$ cat config.mk
export PLATFORM = sky130hd
export DESIGN_NAME = iiitb_sipo_deser_flat
export DESIGN_NICKNAME = d
export VERILOG_FILES = /design/src/rtl/iiitb_sipo_deser_if.sv /design/src/rtl/iiitb_sipo_deser.sv /design/src/flat_wrapper.sv
export SDC_FILE = /design/constraint.sdc
export NUM_CORES = 1
export LEC_CHECK = 0
export ABC_CLOCK_PERIOD_IN_PS = 2300
export BUFFER_PORTS_ARGS = -buffer_cell sky130_fd_sc_hd__buf_4
export CORE_ASPECT_RATIO = 1.5
export CORE_MARGIN = 10
export CORE_UTILIZATION = 31
export CTS_BUF_LIST = sky130_fd_sc_hd__clkbuf_8 sky130_fd_sc_hd__clkbuf_16
export DETAILED_ROUTE_END_ITERATION = 8
export GPL_TIMING_DRIVEN = 0
export PLACE_DENSITY = 0.59
export SYNTH_ARGS = -nofsm -noshare
export SYNTH_HDL_FRONTEND = slang
export SYNTH_SLANG_ARGS = --single-unit
$ cat constraint.sdc
create_clock -name clock -period 2.3 [get_ports clock]
set_input_delay 0.46 -clock clock [delete_from_list [all_inputs] [get_ports clock]]
set_output_delay 0.46 -clock clock [all_outputs]
set_load 0.05 [all_outputs]
$ cat src/rtl/iiitb_sipo_deser_if.sv
// -----------------------------------------------------------------------------
// iiitb_sipo_deser_if
//   Bundles the serial receive side and the parallel valid/ready output side of
//   the SIPO deserializer.
//
//   Signals
//     ser_in     serial data bit
//     ser_valid  ser_in holds a valid bit this cycle
//     sync       with ser_valid=1, marks bit 0 of a new word
//     dir        0 = MSB-first, 1 = LSB-first (sampled on bit 0 of each word)
//     data_out   completed word
//     out_valid  data_out holds an unconsumed word
//     out_ready  consumer accepts data_out when out_valid=1
//     overrun    sticky flag: a completed word was dropped
//     busy       a partial, aligned word is being collected
//
//   Modports
//     master  stream source and output consumer (drives serial side, out_ready)
//     slave   the deserializer itself
// -----------------------------------------------------------------------------
interface iiitb_sipo_deser_if #(
   parameter int unsigned MSB = 8
) ();

   logic           ser_in;
   logic           ser_valid;
   logic           sync;
   logic           dir;
   logic [MSB-1:0] data_out;
   logic           out_valid;
   logic           out_ready;
   logic           overrun;
   logic           busy;

   modport master (
      output ser_in,
      output ser_valid,
      output sync,
      output dir,
      output out_ready,
      input  data_out,
      input  out_valid,
      input  overrun,
      input  busy
   );

   modport slave (
      input  ser_in,
      input  ser_valid,
      input  sync,
      input  dir,
      input  out_ready,
      output data_out,
      output out_valid,
      output overrun,
      output busy
   );

endinterface

$ cat src/rtl/iiitb_sipo_deser.sv
// -----------------------------------------------------------------------------
// iiitb_sipo_deser
//   Serial-in / parallel-out deserializer. Receives the serial stream produced
//   by the universal shift register in its shift-left / shift-right modes,
//   assembles MSB-bit words framed by sync, and presents each finished word on
//   a registered, single-entry valid/ready output. The serial side is never
//   stalled: a word finishing while the output slot is still occupied and not
//   being consumed is dropped and flagged on the sticky overrun output.
//
//   Ports
//     clock   single clock, all state updates on the rising edge
//     clear   synchronous active-high reset, highest priority
//     bus     iiitb_sipo_deser_if.slave
//               in : ser_in, ser_valid, sync, dir, out_ready
//               out: data_out, out_valid, overrun, busy
// -----------------------------------------------------------------------------
module iiitb_sipo_deser #(
   parameter int unsigned MSB = 8
) (
   input  logic                     clock,
   input  logic                     clear,
   iiitb_sipo_deser_if.slave        bus
);

   localparam int unsigned CntW = $clog2(MSB + 1);

   // HUNT: no word alignment yet, unframed bits are discarded.
   // SHIFT: aligned; cnt_q counts the bits of the current word held so far.
   typedef enum logic {
      StHunt,
      StShift
   } state_e;

   state_e              state_q,     state_d;
   logic [MSB-1:0]      shreg_q,     shreg_d;
   logic [CntW-1:0]     cnt_q,       cnt_d;
   logic                dir_l_q,     dir_l_d;
   logic [MSB-1:0]      data_out_q,  data_out_d;
   logic                out_valid_q, out_valid_d;
   logic                overrun_q,   overrun_d;

   // Intermediate next-state terms
   logic                accept;
   logic                first_bit;
   logic                dir_eff;
   logic [MSB-1:0]      shreg_base;
   logic [CntW-1:0]     cnt_base;
   logic [MSB-1:0]      shreg_shift;
   logic                complete;
   logic                transfer;

   // ---------------------------------------------------------------------------
   // State register
   // ---------------------------------------------------------------------------
   always_ff @(posedge clock) begin
      if (clear) begin
         state_q     <= StHunt;
         shreg_q     <= '0;
         cnt_q       <= '0;
         dir_l_q     <= 1'b0;
         data_out_q  <= '0;
         out_valid_q <= 1'b0;
         overrun_q   <= 1'b0;
      end else begin
         state_q     <= state_d;
         shreg_q     <= shreg_d;
         cnt_q       <= cnt_d;
         dir_l_q     <= dir_l_d;
         data_out_q  <= data_out_d;
         out_valid_q <= out_valid_d;
         overrun_q   <= overrun_d;
      end
   end

   // ---------------------------------------------------------------------------
   // Next-state logic
   // ---------------------------------------------------------------------------
   always_comb begin
      state_d     = state_q;
      shreg_d     = shreg_q;
      cnt_d       = cnt_q;
      dir_l_d     = dir_l_q;
      data_out_d  = data_out_q;
      out_valid_d = out_valid_q;
      overrun_d   = overrun_q;

      // A bit is taken when valid and either already aligned or it carries sync.
      // sync without ser_valid is meaningless and falls out here.
      accept = bus.ser_valid && ((state_q == StShift) || bus.sync);

      // sync restarts the word, dropping whatever partial word was held.
      shreg_base = bus.sync ? '0 : shreg_q;
      cnt_base   = bus.sync ? '0 : cnt_q;

      // Direction is decided by bit 0 alone; later dir changes are ignored, so
      // the bit-0 value must be used directly rather than the latched copy.
      first_bit = (cnt_base == '0);
      dir_eff   = first_bit ? bus.dir : dir_l_q;

      if (dir_eff) begin
         shreg_shift = {bus.ser_in, shreg_base[MSB-1:1]};
      end else begin
         shreg_shift = {shreg_base[MSB-2:0], bus.ser_in};
      end

      complete = accept && (cnt_base == CntW'(MSB - 1));
      transfer = out_valid_q && bus.out_ready;

      case (state_q)
         StHunt: begin
            if (accept) begin
               state_d = StShift;
            end
         end
         StShift: begin
            state_d = StShift;
         end
         default: begin
            state_d = StHunt;
         end
      endcase

      if (accept) begin
         shreg_d = shreg_shift;
         dir_l_d = dir_eff;
         cnt_d   = complete ? '0 : cnt_base + CntW'(1);
      end

      // Single-entry output slot. A finished word may replace the current one
      // only if the slot is empty or being consumed in this same cycle.
      if (complete) begin
         if (!out_valid_q || bus.out_ready) begin
            data_out_d  = shreg_shift;
            out_valid_d = 1'b1;
         end else begin
            overrun_d = 1'b1;
         end
      end else if (transfer) begin
         out_valid_d = 1'b0;
      end
   end

   // ---------------------------------------------------------------------------
   // Outputs
   // ---------------------------------------------------------------------------
   assign bus.data_out  = data_out_q;
   assign bus.out_valid = out_valid_q;
   assign bus.overrun   = overrun_q;
   assign bus.busy      = (state_q == StShift) && (cnt_q != '0);

endmodule

$ cat src/flat_wrapper.sv
// flat-port wrapper written by rule: the top's interface ports become plain ports
module iiitb_sipo_deser_flat 
#(
   parameter int unsigned MSB = 8
)
  (clock, clear, bus_ser_in, bus_ser_valid, bus_sync, bus_dir, bus_out_ready, bus_data_out, bus_out_valid, bus_overrun, bus_busy);
  iiitb_sipo_deser_if #(.MSB(MSB)) bus_i ();
  input  logic clock;
  input  logic clear;
  input wire logic [$bits(bus_i.ser_in)-1:0] bus_ser_in;
  input wire logic [$bits(bus_i.ser_valid)-1:0] bus_ser_valid;
  input wire logic [$bits(bus_i.sync)-1:0] bus_sync;
  input wire logic [$bits(bus_i.dir)-1:0] bus_dir;
  input wire logic [$bits(bus_i.out_ready)-1:0] bus_out_ready;
  output wire logic [$bits(bus_i.data_out)-1:0] bus_data_out;
  output wire logic [$bits(bus_i.out_valid)-1:0] bus_out_valid;
  output wire logic [$bits(bus_i.overrun)-1:0] bus_overrun;
  output wire logic [$bits(bus_i.busy)-1:0] bus_busy;
  assign bus_i.ser_in = bus_ser_in;
  assign bus_i.ser_valid = bus_ser_valid;
  assign bus_i.sync = bus_sync;
  assign bus_i.dir = bus_dir;
  assign bus_i.out_ready = bus_out_ready;
  assign bus_data_out = bus_i.data_out;
  assign bus_out_valid = bus_i.out_valid;
  assign bus_overrun = bus_i.overrun;
  assign bus_busy = bus_i.busy;
  iiitb_sipo_deser #(.MSB(MSB)) u_core (.clock(clock), .clear(clear), .bus(bus_i));
endmodule
After elaboration in Yosys (flattened, before gate mapping):

Cells that the tools add are included.

* add/sub/neg operators: 1
* eq/ne operators: 2
* mux-type cells: 10
* bitwise logic cells: 2
* reductions and logical operators: 13

Operator list (count)
* $mux W8: 2
* $mux W4: 2
* $reduce_and A2 Y1: 3
* $mux W1: 5
* $add A4 B1 Y4 const B: 1
* $eq A4 B3 Y1 const B: 1
* $logic_and A1 B1 Y1: 4
* $logic_not A4 Y1: 1
* $reduce_bool A4 Y1: 1
* $logic_or A1 B1 Y1: 2
* $ne A2 B2 Y1 const B: 1
* $not A1 Y1: 2
* $pmux W1 S2: 1
* $reduce_bool A2 Y1: 1
* $logic_not A1 Y1: 1

* flip-flop bits (word level): 24
* output and inout bits: 11
* word-level logic and storage cells: 35

Depth between registers and ports, before layout:

* depth in word-level cells: 5
* gate-level depth with buffers: 7
* depth with buffers taken out: 6

Least setup slack after synthesis:

Ideal clock, no wire load.

* path type: in2reg
* start: input bus_sync
* end: register u_core.data_out_q[5], in the netlist u_core.bus.data_out[5]
* arrival time: 2.003 ns
* data required time: 2.166 ns
* setup slack: 0.163 ns
* stages: 7
* path buffers: 1
* path through: clkbuf_1 > or2b_1 > ha_1 > o21ai_1 > mux2i_4 > mux2i_1 > a211oi_2

* longest elaborated chain between the ends: 4

RTL lines
* start, declared: RTL line flat_wrapper.sv:12 `input wire logic [$bits(bus_i.sync)-1:0] bus_sync;`
* $mux W4 or $logic_or A1 B1 Y1 (tied branches): RTL line iiitb_sipo_deser.sv:93, iiitb_sipo_deser.sv:89
* $logic_not A4 Y1, or another cell as far along: RTL line iiitb_sipo_deser.sv:97 `first_bit = (cnt_base == '0);`
* $mux W1 or $logic_and A1 B1 Y1 (tied branches): RTL line iiitb_sipo_deser.sv:98, iiitb_sipo_deser.sv:106
* $mux W8 or $reduce_and A2 Y1 (tied branches)
* end signal, assigned: RTL line iiitb_sipo_deser.sv:69 `data_out_q <= data_out_d;`
* end, declared: RTL line iiitb_sipo_deser.sv:38 `logic [MSB-1:0] data_out_q, data_out_d;`

Several ways; a longest one is shown, not always the timed one.
A chain may end at the register's enable or synchronous reset.

Worst setup path after layout:

* start: input bus_sync
* end: register u_core.shreg_q[7]

* longest elaborated chain between the ends: 4

RTL lines
* $mux W4: RTL line iiitb_sipo_deser.sv:93 `cnt_base = bus.sync ? '0 : cnt_q;`
* $logic_not A4 Y1: RTL line iiitb_sipo_deser.sv:97
* $mux W1: RTL line iiitb_sipo_deser.sv:98 `dir_eff = first_bit ? bus.dir : dir_l_q;`
* $mux W8: RTL line iiitb_sipo_deser.sv:100 `if (dir_eff) begin`
* end signal, assigned: RTL line iiitb_sipo_deser.sv:66 `shreg_q <= shreg_d;`
* end, declared: RTL line iiitb_sipo_deser.sv:35 `logic [MSB-1:0] shreg_q, shreg_d;`

Several ways; a longest one is shown, not always the timed one.

==> impl_metrics.env <==
export IMPL_wl_met1_um=977
export IMPL_drt_wl_total_mm=2.343
export IMPL_hp_class="in -> reg"
export IMPL_area_growth_synth_to_final_pct=26.00
export IMPL_first_iter_violations=24
export IMPL_maxSlewHeadroom_pct=62.97
export IMPL_power_total_mw=0.8798
export IMPL_clkPwrFrac_pct=42.7
export IMPL_drive_above_1_share_pct=26.15
export IMPL_multiInputGateArea_um2=504.2
export IMPL_antenna_left=0
export IMPL_clock_latency_ns=0.27
export IMPL_globalplace_congestion=0.7653
export IMPL_hold_buffers=0
export IMPL_io_pins=18
export IMPL_top_layer="met4"
export IMPL_synth_top_family_by_area="compound AO/OA/AOI/OAI gates"
export IMPL_grt_pass1_wl_mm=3.933
export IMPL_grt_ovfl_total=0
export IMPL_synth_xor_area_share_pct=0
export IMPL_htree_levels=1
export IMPL_arrival_ns=2.34
export IMPL_worstMarginPinSlew_ns=0.5554
export IMPL_slowest_stage="mux2i_4"
export IMPL_critPathCaptureType="flop"
export IMPL_p_leak_nw=0.4896
export IMPL_die_area_mm2=0.006096
export IMPL_cts_sinks=24
export IMPL_hold_ws_ns=0.4094
export IMPL_cp_start_kind="input pin"
export IMPL_synth_compound_gate_area_share_pct=19.47
export IMPL_p_comb_share_pct=8.4
export IMPL_grt_pass1_vias=837
export IMPL_coreArea_mm2=0.003191
export IMPL_viasPerCell=5.012
export IMPL_dp_hpwl_mm=1.780
export IMPL_wl_per_cell_um=13.78
export IMPL_nNetsFinal=139
export IMPL_final_cell_mix="dfxtp_1, buf_4, nor2_1"
export IMPL_setup_violations_final=0
export IMPL_antenna_found_initial=0
export IMPL_ys_types=30
export IMPL_path_class="in -> reg"
export IMPL_grtUsageTotal_pct=8.003
export IMPL_route_met2_wl_mm=1.241
export IMPL_die_w_um=67.17
export IMPL_fin_area_mm2=0.001304
export IMPL_finClkSkew_ns=0.003780
export IMPL_synth_fp_nets=116
export IMPL_netSwitchingPower_mw=0.1906
export IMPL_cp_data_required_time_ns=2.44
export IMPL_pwr_share_seq_pct=48.9
export IMPL_clk_pin_slew_ns=0.08
export IMPL_layout_commonest_cell="dfxtp_1"
export IMPL_fp_row_count=25
export IMPL_seq_area_frac_synth_pct=46.43
export IMPL_ir_worst_vdd_mv=0.3655
export IMPL_fmax_mhz=454.8
export IMPL_wl_met3_um=79
export IMPL_layout_worst_path_cycle_share_pct=95.59
export IMPL_seq_area_um2=480.5
export IMPL_final_util_pct=40.86
export IMPL_drtPass1Iterations=4
export IMPL_yosys_warnings=0
export IMPL_instances_no_fill=170
export IMPL_synth_cells=108
export IMPL_avgSynthCellArea_um2=9.581
export IMPL_cp_slowest_stage_delay_ns=0.33
export IMPL_clock_root_buffer="clkbuf_8"
export IMPL_status="finished clean"
export IMPL_drc=0
export IMPL_cts_tree="yes"
export IMPL_placed_cells=165
export IMPL_initial_utilization_pct=32.43
export IMPL_ys_ff_latch=24
export IMPL_cts_resized=0
export IMPL_antenna_cells_inserted=0
export IMPL_p_int_mw=0.6893
export IMPL_synthMuxAreaShare_pct=9.915
export IMPL_synth_simple_gate_area_share_pct=18.14
export IMPL_postPlaceCellArea_mm2=0.001212
export IMPL_synthAdderAreaFrac_pct=1.209
export IMPL_hold_violations=0
export IMPL_crit_chain="buf_4, clkbuf_1, or2b_1, ha_1, o21ai_1, mux2i_4, buf_12, mux2i_1, a211oi_1"
export IMPL_power_density_mw_per_mm2=674.9
export IMPL_min_period_ns=2.199
export IMPL_die_h_um=90.76
export IMPL_maxCapViolations=0
export IMPL_grt_max_degree=15
export IMPL_post_cts_setup_buffers=0
export IMPL_cts_made_buffers=3
export IMPL_port_buffers=17
export IMPL_path_max_fanout=10
export IMPL_syn_cell_area_mm2=0.001035
export IMPL_nFillCells=332
export IMPL_slew_viol_final=0
export IMPL_swShare_pct=21.66
export IMPL_vias=852
export IMPL_clk_path_buf_depth=2
area by class of cell:
| cell class | count | share of cell area (%) |
|---|---|---|
| Buffer | 6 | 3.551 |
| Clock buffer | 3 | 3.167 |
| Clock inverter | 1 | 2.303 |
| Inverter | 1 | 0.2879 |
| Multi-Input combinational cell | 77 | 38.68 |
| Sequential cell | 24 | 36.85 |
| Tap cell | 40 | 3.839 |
| Timing Repair Buffer | 18 | 11.32 |
power by group through the flow:
stage	Sequential (mW)	Clock (mW)	Combinational [mW]
2_1_floorplan	0.438	0	0.0453
3_3_place_gp	0.440	0	0.0654
3_5_place_dp	0.440	0	0.0672
4_1_cts	0.431	0.380	0.0676
5_1_grt	0.432	0.398	0.0802
6_report	0.431	0.375	0.0738
cell usage after synthesis, drive strengths merged:
cell type,number,area share (%)
nor2b,3,2.1
o21a,1,0.73
or2b,2,1.5
a211oi,11,8.9
inv,1,0.36
or3,1,0.60
dfxtp,24,46
o21ba,1,0.97
a2111oi,1,0.85
o41a,1,1.2
nor2,16,6.3
clkbuf,4,1.5
o21ai,9,4.4
nand3,2,0.97
or4,2,1.8
buf,2,3.0
a21oi,5,2.4
nand2b,1,0.60
nand2,10,3.9
nor3,1,0.48
mux2i,9,9.9
ha,1,1.2
cells by family after synthesis:
group,after synthesis
muxes,9
adders and majority gates,1
DFF,24
buffers and inverters,7
AOI/OAI and AO/OA,29
and+or+nand+nor,38
flip-flops by register name (all words and copies together), names as in the netlist:
name / count
u_core.cnt_q: 4
u_core.state_q: 1
u_core.bus.data_out: 8
u_core.dir_l_q: 1
u_core.bus.out_valid: 1
u_core.shreg_q: 8
u_core.bus.overrun: 1
routing by layer:
metal  up-vias  track usage (%)
met5         -                0
met4         0            3.093
met3         5            1.988
met2        11            13.97
met1       404            8.723
li1        432                -
critical path, delay by kind of cell:
family	cells	cell delay, ns
adders and majority gates	1	0.21
AOI/OAI and AO/OA	2	0.29
and+or+nand+nor	1	0.29
muxes	2	0.61
buffers and inverters	3	0.48
path summary, 6_finish.rpt:
| path | from | endpoint | slack, ns | cells after the start |
|---|---|---|---|---|
| worst max register to register | u_core.cnt_q[0]$_SDFFE_PP0P_ | u_core.shreg_q[7]$_SDFFE_PP0P_ | 0.21 | 7 |
| worst min-delay path | bus_ser_valid | u_core.cnt_q[3]$_SDFFE_PP0P_ | 0.41 | 2 |
| worst max-delay path | bus_sync | u_core.shreg_q[7]$_SDFFE_PP0P_ | 0.10 | 9 |
| worst min register to register | u_core.shreg_q[6]$_SDFFE_PP0P_ | u_core.shreg_q[6]$_SDFFE_PP0P_ | 0.49 | 2 |
per-stage QoR:
step	worst slack, ns	TNS, ns
3_3_place_gp	-0.2399	-2.952
3_5_place_dp	-0.2712	-3.438
5_1_grt	-0.0009441	-0.0009441
4_1_cts	0.02578	0
6_report	0.1014	0
2_1_floorplan	0.1625	0
No activity file was read; power rests on OpenSTA's default activity.
